<file path="src/rtl/barrel_pkg.sv">
// Shared types and helpers for the pipelined barrel shifter.
// The mode enum travels with each operand down the pipe.
package barrel_pkg;

   typedef enum logic [1:0] {
      ROR = 2'b00,
      ROL = 2'b01,
      LSR = 2'b10,
      ASR = 2'b11
   } mode_t;

   function automatic logic [63:0] bit_rev(input logic [63:0] v, input int w);
      logic [63:0] r;
      r = '0;
      for (int i = 0; i < 64; i++) begin
         if (i < w) r[i] = v[6'(w - 1 - i)];
      end
      return r;
   endfunction

endpackage

</file>
<file path="src/rtl/barrel_shift_stage.sv">
// One combinational barrel stage: optional right shift by SHIFT.
// Vacated bits are filled by wrap, zero or sign depending on mode.
module barrel_shift_stage
   import barrel_pkg::*;
#(
   parameter int W     = 8,
   parameter int SHIFT = 1
) (
   input  logic [W-1:0] d,
   input  logic         en,
   input  logic [1:0]   fill_mode,
   input  logic         sign,
   output logic [W-1:0] q
);

   logic [SHIFT-1:0] w_fill;

   always_comb begin
      w_fill = '0;
      unique case (mode_t'(fill_mode))
         ROR, ROL: w_fill = d[SHIFT-1:0];
         ASR:      w_fill = {SHIFT{sign}};
         default:  w_fill = '0;
      endcase
   end

   assign q = en ? {w_fill, d[W-1:SHIFT]} : d;

endmodule

</file>
<file path="src/rtl/barrel_shifter_pipe.sv">
// Pipelined W-bit barrel shifter: ROR, ROL, LSR, ASR.
// ROL is computed as reverse -> ROR -> reverse around the stage chain.
module barrel_shifter_pipe
   import barrel_pkg::*;
#(
   parameter int W          = 8,
   parameter int REG_STRIDE = 1
) (
   input  logic                 clk,
   input  logic                 reset,
   input  logic                 in_valid,
   output logic                 in_ready,
   input  logic [W-1:0]         in_data,
   input  logic [$clog2(W)-1:0] in_amt,
   input  logic [1:0]           in_mode,
   output logic                 out_valid,
   input  logic                 out_ready,
   output logic [W-1:0]         out_data
);

   localparam int N   = $clog2(W);
   localparam int LAT = (N + REG_STRIDE - 1) / REG_STRIDE;

   logic           w_adv;
   logic [W-1:0]   w_sd [N];
   logic [W-1:0]   w_sq [N];
   logic [N-1:0]   w_sa [N];
   logic [1:0]     w_sm [N];
   logic           w_ss [N];

   logic           r_valid [LAT];
   logic [W-1:0]   r_data  [LAT];
   logic [N-1:0]   r_amt   [LAT];
   logic [1:0]     r_mode  [LAT];
   logic           r_sign  [LAT];

   // Index of the stage whose output feeds register bank b.
   function automatic int last_stg(input int b);
      return ((b + 1) * REG_STRIDE > N) ? N - 1 : (b + 1) * REG_STRIDE - 1;
   endfunction

   assign w_adv    = !out_valid || out_ready;
   assign in_ready = w_adv;

   for (genvar k = 0; k < N; k++) begin : g_stg
      if (k == 0) begin : g_in
         assign w_sd[k] = (mode_t'(in_mode) == ROL)
                        ? W'(bit_rev(64'(in_data), W)) : in_data;
         assign w_sa[k] = in_amt;
         assign w_sm[k] = in_mode;
         assign w_ss[k] = in_data[W-1];
      end else if (k % REG_STRIDE == 0) begin : g_reg
         assign w_sd[k] = r_data[k/REG_STRIDE-1];
         assign w_sa[k] = r_amt[k/REG_STRIDE-1];
         assign w_sm[k] = r_mode[k/REG_STRIDE-1];
         assign w_ss[k] = r_sign[k/REG_STRIDE-1];
      end else begin : g_chain
         assign w_sd[k] = w_sq[k-1];
         assign w_sa[k] = w_sa[k-1];
         assign w_sm[k] = w_sm[k-1];
         assign w_ss[k] = w_ss[k-1];
      end

      barrel_shift_stage #(
         .W     (W),
         .SHIFT (1 << k)
      ) u_stage (
         .d         (w_sd[k]),
         .en        (w_sa[k][k]),
         .fill_mode (w_sm[k]),
         .sign      (w_ss[k]),
         .q         (w_sq[k])
      );
   end

   always_ff @(posedge clk) begin
      if (reset) begin
         for (int b = 0; b < LAT; b++) begin
            r_valid[b] <= 1'b0;
            r_data[b]  <= '0;
            r_amt[b]   <= '0;
            r_mode[b]  <= '0;
            r_sign[b]  <= 1'b0;
         end
      end else if (w_adv) begin
         r_valid[0] <= in_valid;
         for (int b = 1; b < LAT; b++) begin
            r_valid[b] <= r_valid[b-1];
         end
         for (int b = 0; b < LAT; b++) begin
            r_data[b] <= w_sq[last_stg(b)];
            r_amt[b]  <= w_sa[last_stg(b)];
            r_mode[b] <= w_sm[last_stg(b)];
            r_sign[b] <= w_ss[last_stg(b)];
         end
      end
   end

   assign out_valid = r_valid[LAT-1];
   assign out_data  = (mode_t'(r_mode[LAT-1]) == ROL)
                    ? W'(bit_rev(64'(r_data[LAT-1]), W)) : r_data[LAT-1];

endmodule

</file>
<file path="config.mk">
export PLATFORM = sky130hd
export DESIGN_NAME = barrel_shifter_pipe
export DESIGN_NICKNAME = d
export VERILOG_FILES = /design/src/rtl/barrel_pkg.sv /design/src/rtl/barrel_shift_stage.sv /design/src/rtl/barrel_shifter_pipe.sv
export SDC_FILE = /design/constraint.sdc
export NUM_CORES = 1
export LEC_CHECK = 0
export CAP_MARGIN = 10
export CORE_UTILIZATION = 35
export CTS_BUF_LIST = sky130_fd_sc_hd__clkbuf_4 sky130_fd_sc_hd__clkbuf_8 sky130_fd_sc_hd__clkbuf_16
export DETAILED_ROUTE_END_ITERATION = 7
export PLACE_DENSITY_LB_ADDON = 0.15
export SLEW_MARGIN = 0
export SYNTH_ARGS = -nofsm -noshare
export SYNTH_HDL_FRONTEND = slang
export SYNTH_HIERARCHICAL = 1
export SYNTH_SLANG_ARGS = --single-unit
</file>
<file path="constraint.sdc">
create_clock -name clk -period 3.57 [get_ports clk]
set_input_delay 0.714 -clock clk [delete_from_list [all_inputs] [get_ports clk]]
set_output_delay 0.714 -clock clk [all_outputs]
set_load 0.01 [all_outputs]
</file>
==> flow_metrics.py, run 1 <==
metrics = {
    "setup_path": {
        "r2r_start": "r_valid[0][2]$_SDFFCE_PN0P_",
        "rrSetupSlack_ns": 1.88,
        "cp.arrival_ns": 1.89,
        "rr_worst_depth": 4,
        "start_kind": "primary input",
        "critPathMaxFanout": 2,
        "path_class": "in -> out",
        "worstPathRequired_ns": 2.86,
        "crit_path_start": "out_ready",
        "end_kind": "output port",
        "r2r_end": "r_data[0][13]$_SDFFCE_PN0P_",
    },
    "routing": {
        "routed-via-count": 1238,
        "ant_nets": 0,
        "firstDrtPassIters": 6,
        "drc": 6,
        "wirelength_um": 3410,
        "vias_per_cell": 4.85,
        "wire_per_inst_um": 13.4,
        "drt_iter0_markers": 31,
    },
    "final_layout": {
        "antenna_cells": 0,
        "layout-drive-gt1-share": 0.461,
        "final_nets": 194,
        "syn2layout_area_growth_pct": 17.9,
        "finish.utilization": 0.434,
        "nFillCells": 566,
    },
    "power_and_ir_drop": {
        "vdd_drop_max_mv": 0.152,
        "power_mw": 1.15,
        "p_leak_nw": 1.06,
        "p_per_area_mw_per_mm2": 413,
    },
    "floorplanning": {
        "core-area_mm2": 0.00642,
        "rows": 29,
        "die_h_um": 84.2,
        "die_x_um": 84.2,
        "io_pins": 27,
        "initial_core_util": 0.368,
        "dieArea_mm2": 0.00709,
    },
    "synthesis": {
        "avgSynthCellArea_um2": 15.7,
        "synth_area_leaders": "edfxtp_1, nor3b_2, mux2_4",
        "ys_seq_area_frac": 0.482,
        "synth_area_mm2": 0.00237,
        "synthesis.nets": 168,
        "synth-async-reset-ratio": 0,
        "ys_warn_count": 6,
        "syn_inst": 151,
        "synth_top_cell_area_share": 0.482,
        "synth.distinct_cells": 16,
        "synth_seq_cells": 38,
        "synth_edf_count": 38,
        "synth_area_leader_cell": "edfxtp_1",
        "synthTopCellsByCount": "edfxtp_1, nor3b_2, mux2_4",
        "synthFlopType": "edfxtp_1",
    },
    "global_route": {
        "grt_pass1_wl_um": 6060,
        "grt_start_max_net_pins": 40,
        "overflow": 0,
        "first_global_vias": 1289,
        "grt_usage": 0.110,
        "grt_antenna_before_repair": 0,
    },
    "clocking": {
        "cts_tree": "yes",
        "clockRootBuffer": "clkbuf_8",
        "cts_resized": 0,
        "htree_levels": 2,
        "hold_buffers": 0,
        "cts_setup_buffers": 0,
        "clock-sinks": 38,
        "clock_path_buffers": 2,
        "cts_buffers": 5,
        "cts.clk_slew.worst_paths_ns": 0.07,
        "clk_latency_ns": 0.28,
    },
    "sta": {
        "timing.fmax_mhz": 384,
        "period_needed_ns": 2.60,
        "fin_skew_ns": 0.00431,
        "final-setup-viol-count": 0,
        "tightest_slew_ns": 0.617,
        "rsz0062_at_grt": "false",
        "slew_headroom": 0.589,
        "timing_hold_violations_final": 0,
        "worst_slack_ns": 0.967,
        "finalCritPeriodShare": 0.729,
        "tns_ns": 0,
        "finalMaxSlewViolations": 0,
    },
    "worst_hold_path": {
        "worstHoldEndpoint": "r_valid[0][1]$_SDFFCE_PN0P_",
        "min_path_type": "reg -> reg",
        "worstHoldStart": "r_valid[0][0]$_SDFFCE_PN0P_",
        "holdPathStages": 1,
    },
    "placed_design": {
        "place_ws_ns": 0.928,
        "io_buffers": 26,
        "hpwl_um": 2450,
        "routabilityCongestion": 0.700,
    },
    "run_status": {
        "violations": "DRC",
        "status": "finished with violations",
    },
    "run": {
        "cap_violations": 0,
    },
}
[layout make-up]
cell class / instances / area [um^2] / area share
clock buffers: 5 / 68.8 / 0.0247
clock inverters: 3 / 63.8 / 0.0229
inverters: 1 / 3.75 / 0.00135
multi-input cells: 101 / 1130 / 0.405
flip-flops and latches: 38 / 1140 / 0.409
well taps: 77 / 96.3 / 0.0345
repair buffers: 30 / 285 / 0.102
[critical path: stages]
cell             delay (ns)
clkdlybuf4s50_1        0.51
nor2b_4                0.05
inv_1                  0.08
clkdlybuf4s50_1        0.54
[per-stage QoR]
step           area (um^2)  std cells  hold WS [ns]
2_1_floorplan         2370        151         0.537
3_3_place_gp          2660        247         0.541
3_5_place_dp          2660        247         0.555
4_1_cts               2790        255         0.572
5_1_grt               2790        255         0.621
6_report              2790        255         0.571
[cells in the final DEF, fill, tap and decap left out]
cell type / count
mux2_1: 6
mux2_4: 23
clkbuf_8: 5
bufinv_16: 2
clkinv_1: 1
buf_4: 4
nor3b_2: 38
nor2b_4: 1
nor2_1: 7
mux2_2: 4
nand2b_4: 2
inv_1: 1
nand2b_1: 8
nand3_1: 3
and2b_4: 2
clkdlybuf4s50_1: 25
a31oi_1: 7
edfxtp_1: 38
buf_2: 1
[power breakdown]
part	switching, mW	total (mW)	leakage, nW	internal [mW]
clock	0.142	0.419	0.0658	0.276
sequential	0.0219	0.551	0.448	0.529
combinational	0.0620	0.180	0.548	0.118
total	0.226	1.15	1.06	0.924
[state kept, by name (all words and copies together) (netlist names)]
signal and flops:
r_data 24, r_mode 6, r_amt 3, r_valid 3, r_sign 2
[layer usage]
metal  vias to the layer above  share of wire  track usage
met5                         -              0            0
met4                         0          0.022       0.0564
met3                         6          0.041       0.0295
met2                        28           0.56        0.205
met1                       584           0.37        0.113
li1                        620              -            -
[how the worst max path moves through the flow]
stage,slack [ns],depth (start not counted),end
finish,0.97,4,in_ready
global route,0.91,4,in_ready
CTS,0.92,4,in_ready
detailed placement,0.93,4,in_ready
global placement,0.93,4,in_ready
floorplan,1.31,3,r_amt[0][1]$_SDFFCE_PN0P_
[kinds of logic after synthesis]
| logic type | after synthesis | share of synthesized area |
|---|---|---|
| simple gates | 61 | 0.263 |
| flops | 38 | 0.482 |
| mux | 33 | 0.194 |
| buf+inv | 12 | 0.0423 |
| compound gates | 7 | 0.0185 |
Note: power is estimated with default switching activity, not from simulation.
==> run 2, diff against run 1 <==
- clock period: 3.57 -> 2.53 ns (I/O delays scaled with it)
==> flow_metrics.py, run 2 (same netlist as run 1, synthesis figures left out) <==
metrics = {
    "run_status": {
        "status": "finished with violations",
        "violations": "DRC",
    },
    "clocking": {
        "htree_levels": 2,
        "clock-sinks": 38,
        "clock_path_buffers": 2,
        "cts_setup_buffers": 0,
        "cts_buffers": 5,
        "cts_tree": "yes",
        "cts_resized": 0,
        "clk_latency_ns": 0.29,
        "clockRootBuffer": "clkbuf_8",
        "cts.clk_slew.worst_paths_ns": 0.07,
        "hold_buffers": 0,
    },
    "placed_design": {
        "hpwl_um": 2570,
        "placed_cell_area_mm2": 0.00266,
        "routabilityCongestion": 0.715,
        "io_buffers": 26,
    },
    "power_and_ir_drop": {
        "p_per_area_mw_per_mm2": 585,
        "power_mw": 1.64,
        "p_leak_nw": 1.07,
        "vdd_drop_max_mv": 0.254,
    },
    "routing": {
        "vias_per_cell": 4.86,
        "routed-via-count": 1243,
        "drt_iter0_markers": 26,
        "wire_per_inst_um": 13.7,
        "wirelength_um": 3510,
        "drc": 6,
        "firstDrtPassIters": 5,
        "ant_nets": 0,
    },
    "setup_path": {
        "slowest_stage": "clkdlybuf4s50_1",
        "path_cells": "and2b_4 > mux2_4 > clkdlybuf4s50_1",
        "start_kind": "flop",
        "crit_family": "buffers and inverters",
        "critPathMaxFanout": 4,
        "cp_slowest_stage_delay_ns": 0.47,
        "crit_buf_inv": 1,
        "cp.arrival_ns": 1.75,
        "worstPathRequired_ns": 2.02,
        "path_class": "reg -> out",
        "end_kind": "output port",
    },
    "floorplanning": {
        "core-area_mm2": 0.00642,
        "die_x_um": 84.2,
        "rows": 29,
        "io_pins": 27,
        "die_h_um": 84.2,
        "initial_core_util": 0.368,
        "dieArea_mm2": 0.00709,
    },
    "global_route": {
        "grt_pass1_wl_um": 6020,
        "grt_antenna_before_repair": 0,
        "first_global_vias": 1314,
        "grt_usage": 0.108,
        "grt_start_max_net_pins": 27,
        "overflow": 0,
    },
    "final_layout": {
        "syn2layout_area_growth_pct": 18.2,
        "layout-drive-gt1-share": 0.464,
        "nFillCells": 560,
        "top_register": "r_data",
        "fin_area_mm2": 0.00280,
        "reg_top3": "r_data x24, r_mode x6",
        "final_nets": 195,
        "largest_reg_flops": 24,
        "layout_common_cells": "nor3b_2, edfxtp_1, clkdlybuf4s50_1, mux2_4, nand2b_1",
        "antenna_cells": 0,
    },
    "sta": {
        "tns_ns": 0,
        "rsz0062_at_grt": "false",
        "period_needed_ns": 2.26,
        "timing.fmax_mhz": 442,
        "timing_hold_violations_final": 0,
        "finalMaxSlewViolations": 0,
        "tightest_slew_ns": 0.502,
        "fin_skew_ns": 0.00501,
        "slew_headroom": 0.664,
        "final-setup-viol-count": 0,
        "finalCritPeriodShare": 0.893,
    },
    "worst_hold_path": {
        "min_path_type": "reg -> reg",
    },
    "run": {
        "cap_violations": 0,
    },
}
run 2: path summary, 6_finish.rpt:
kind	slack [ns]	endpoint	depth (start not counted)	startpoint
min	0.57	r_valid[0][2]$_SDFFCE_PN0P_	1	r_valid[0][1]$_SDFFCE_PN0P_
max reg2reg	1.03	r_data[0][2]$_SDFFCE_PN0P_	4	r_valid[0][2]$_SDFFCE_PN0P_
min reg2reg	0.57	r_valid[0][2]$_SDFFCE_PN0P_	1	r_valid[0][1]$_SDFFCE_PN0P_
max	0.27	out_data[0]	3	r_mode[0][5]$_SDFFCE_PN0P_
run 2: area by class of cell:
class                      count  area [um^2]  share of cell area
inverter                       1         3.75             0.00134
timing repair buffer          31          293               0.105
clock buffer                   5         68.8              0.0246
clock inverter                 3         63.8              0.0228
tap                           77         96.3              0.0345
sequential                    38         1140               0.408
multi-input combinational    101         1130               0.404
run 2: report_power, final:
| part | switching [mW] | internal, mW | total [mW] |
|---|---|---|---|
| sequential | 0.0334 | 0.747 | 0.780 |
| clock | 0.211 | 0.390 | 0.601 |
| combinational | 0.0857 | 0.168 | 0.253 |
| total | 0.330 | 1.30 | 1.64 |
run 2: stage by stage:
step	hold slack (ns)	setup slack, ns	cells	utilization
5_1_grt	0.601	0.201	256	0.435
3_5_place_dp	0.559	0.215	248	0.415
2_1_floorplan	0.537	0.444	151	-
6_report	0.568	0.270	256	0.435
4_1_cts	0.577	0.242	256	0.435
3_3_place_gp	0.543	0.232	248	0.415
run 2: per-layer routing:
metal  vias to the layer above  GRT usage  wire length [um]
met5                         -          0                 0
met4                         0     0.0517                55
met3                         4     0.0236               123
met2                        28      0.215              1990
met1                       590      0.103              1340
li1                        621          -                 -
run 2: worst register-to-register path, stage by stage, from the launching register on:
cell      delay (ns)
edfxtp_1        0.34
nor2b_4         0.14
buf_4           0.24
buf_4           0.42
nor3b_2         0.09
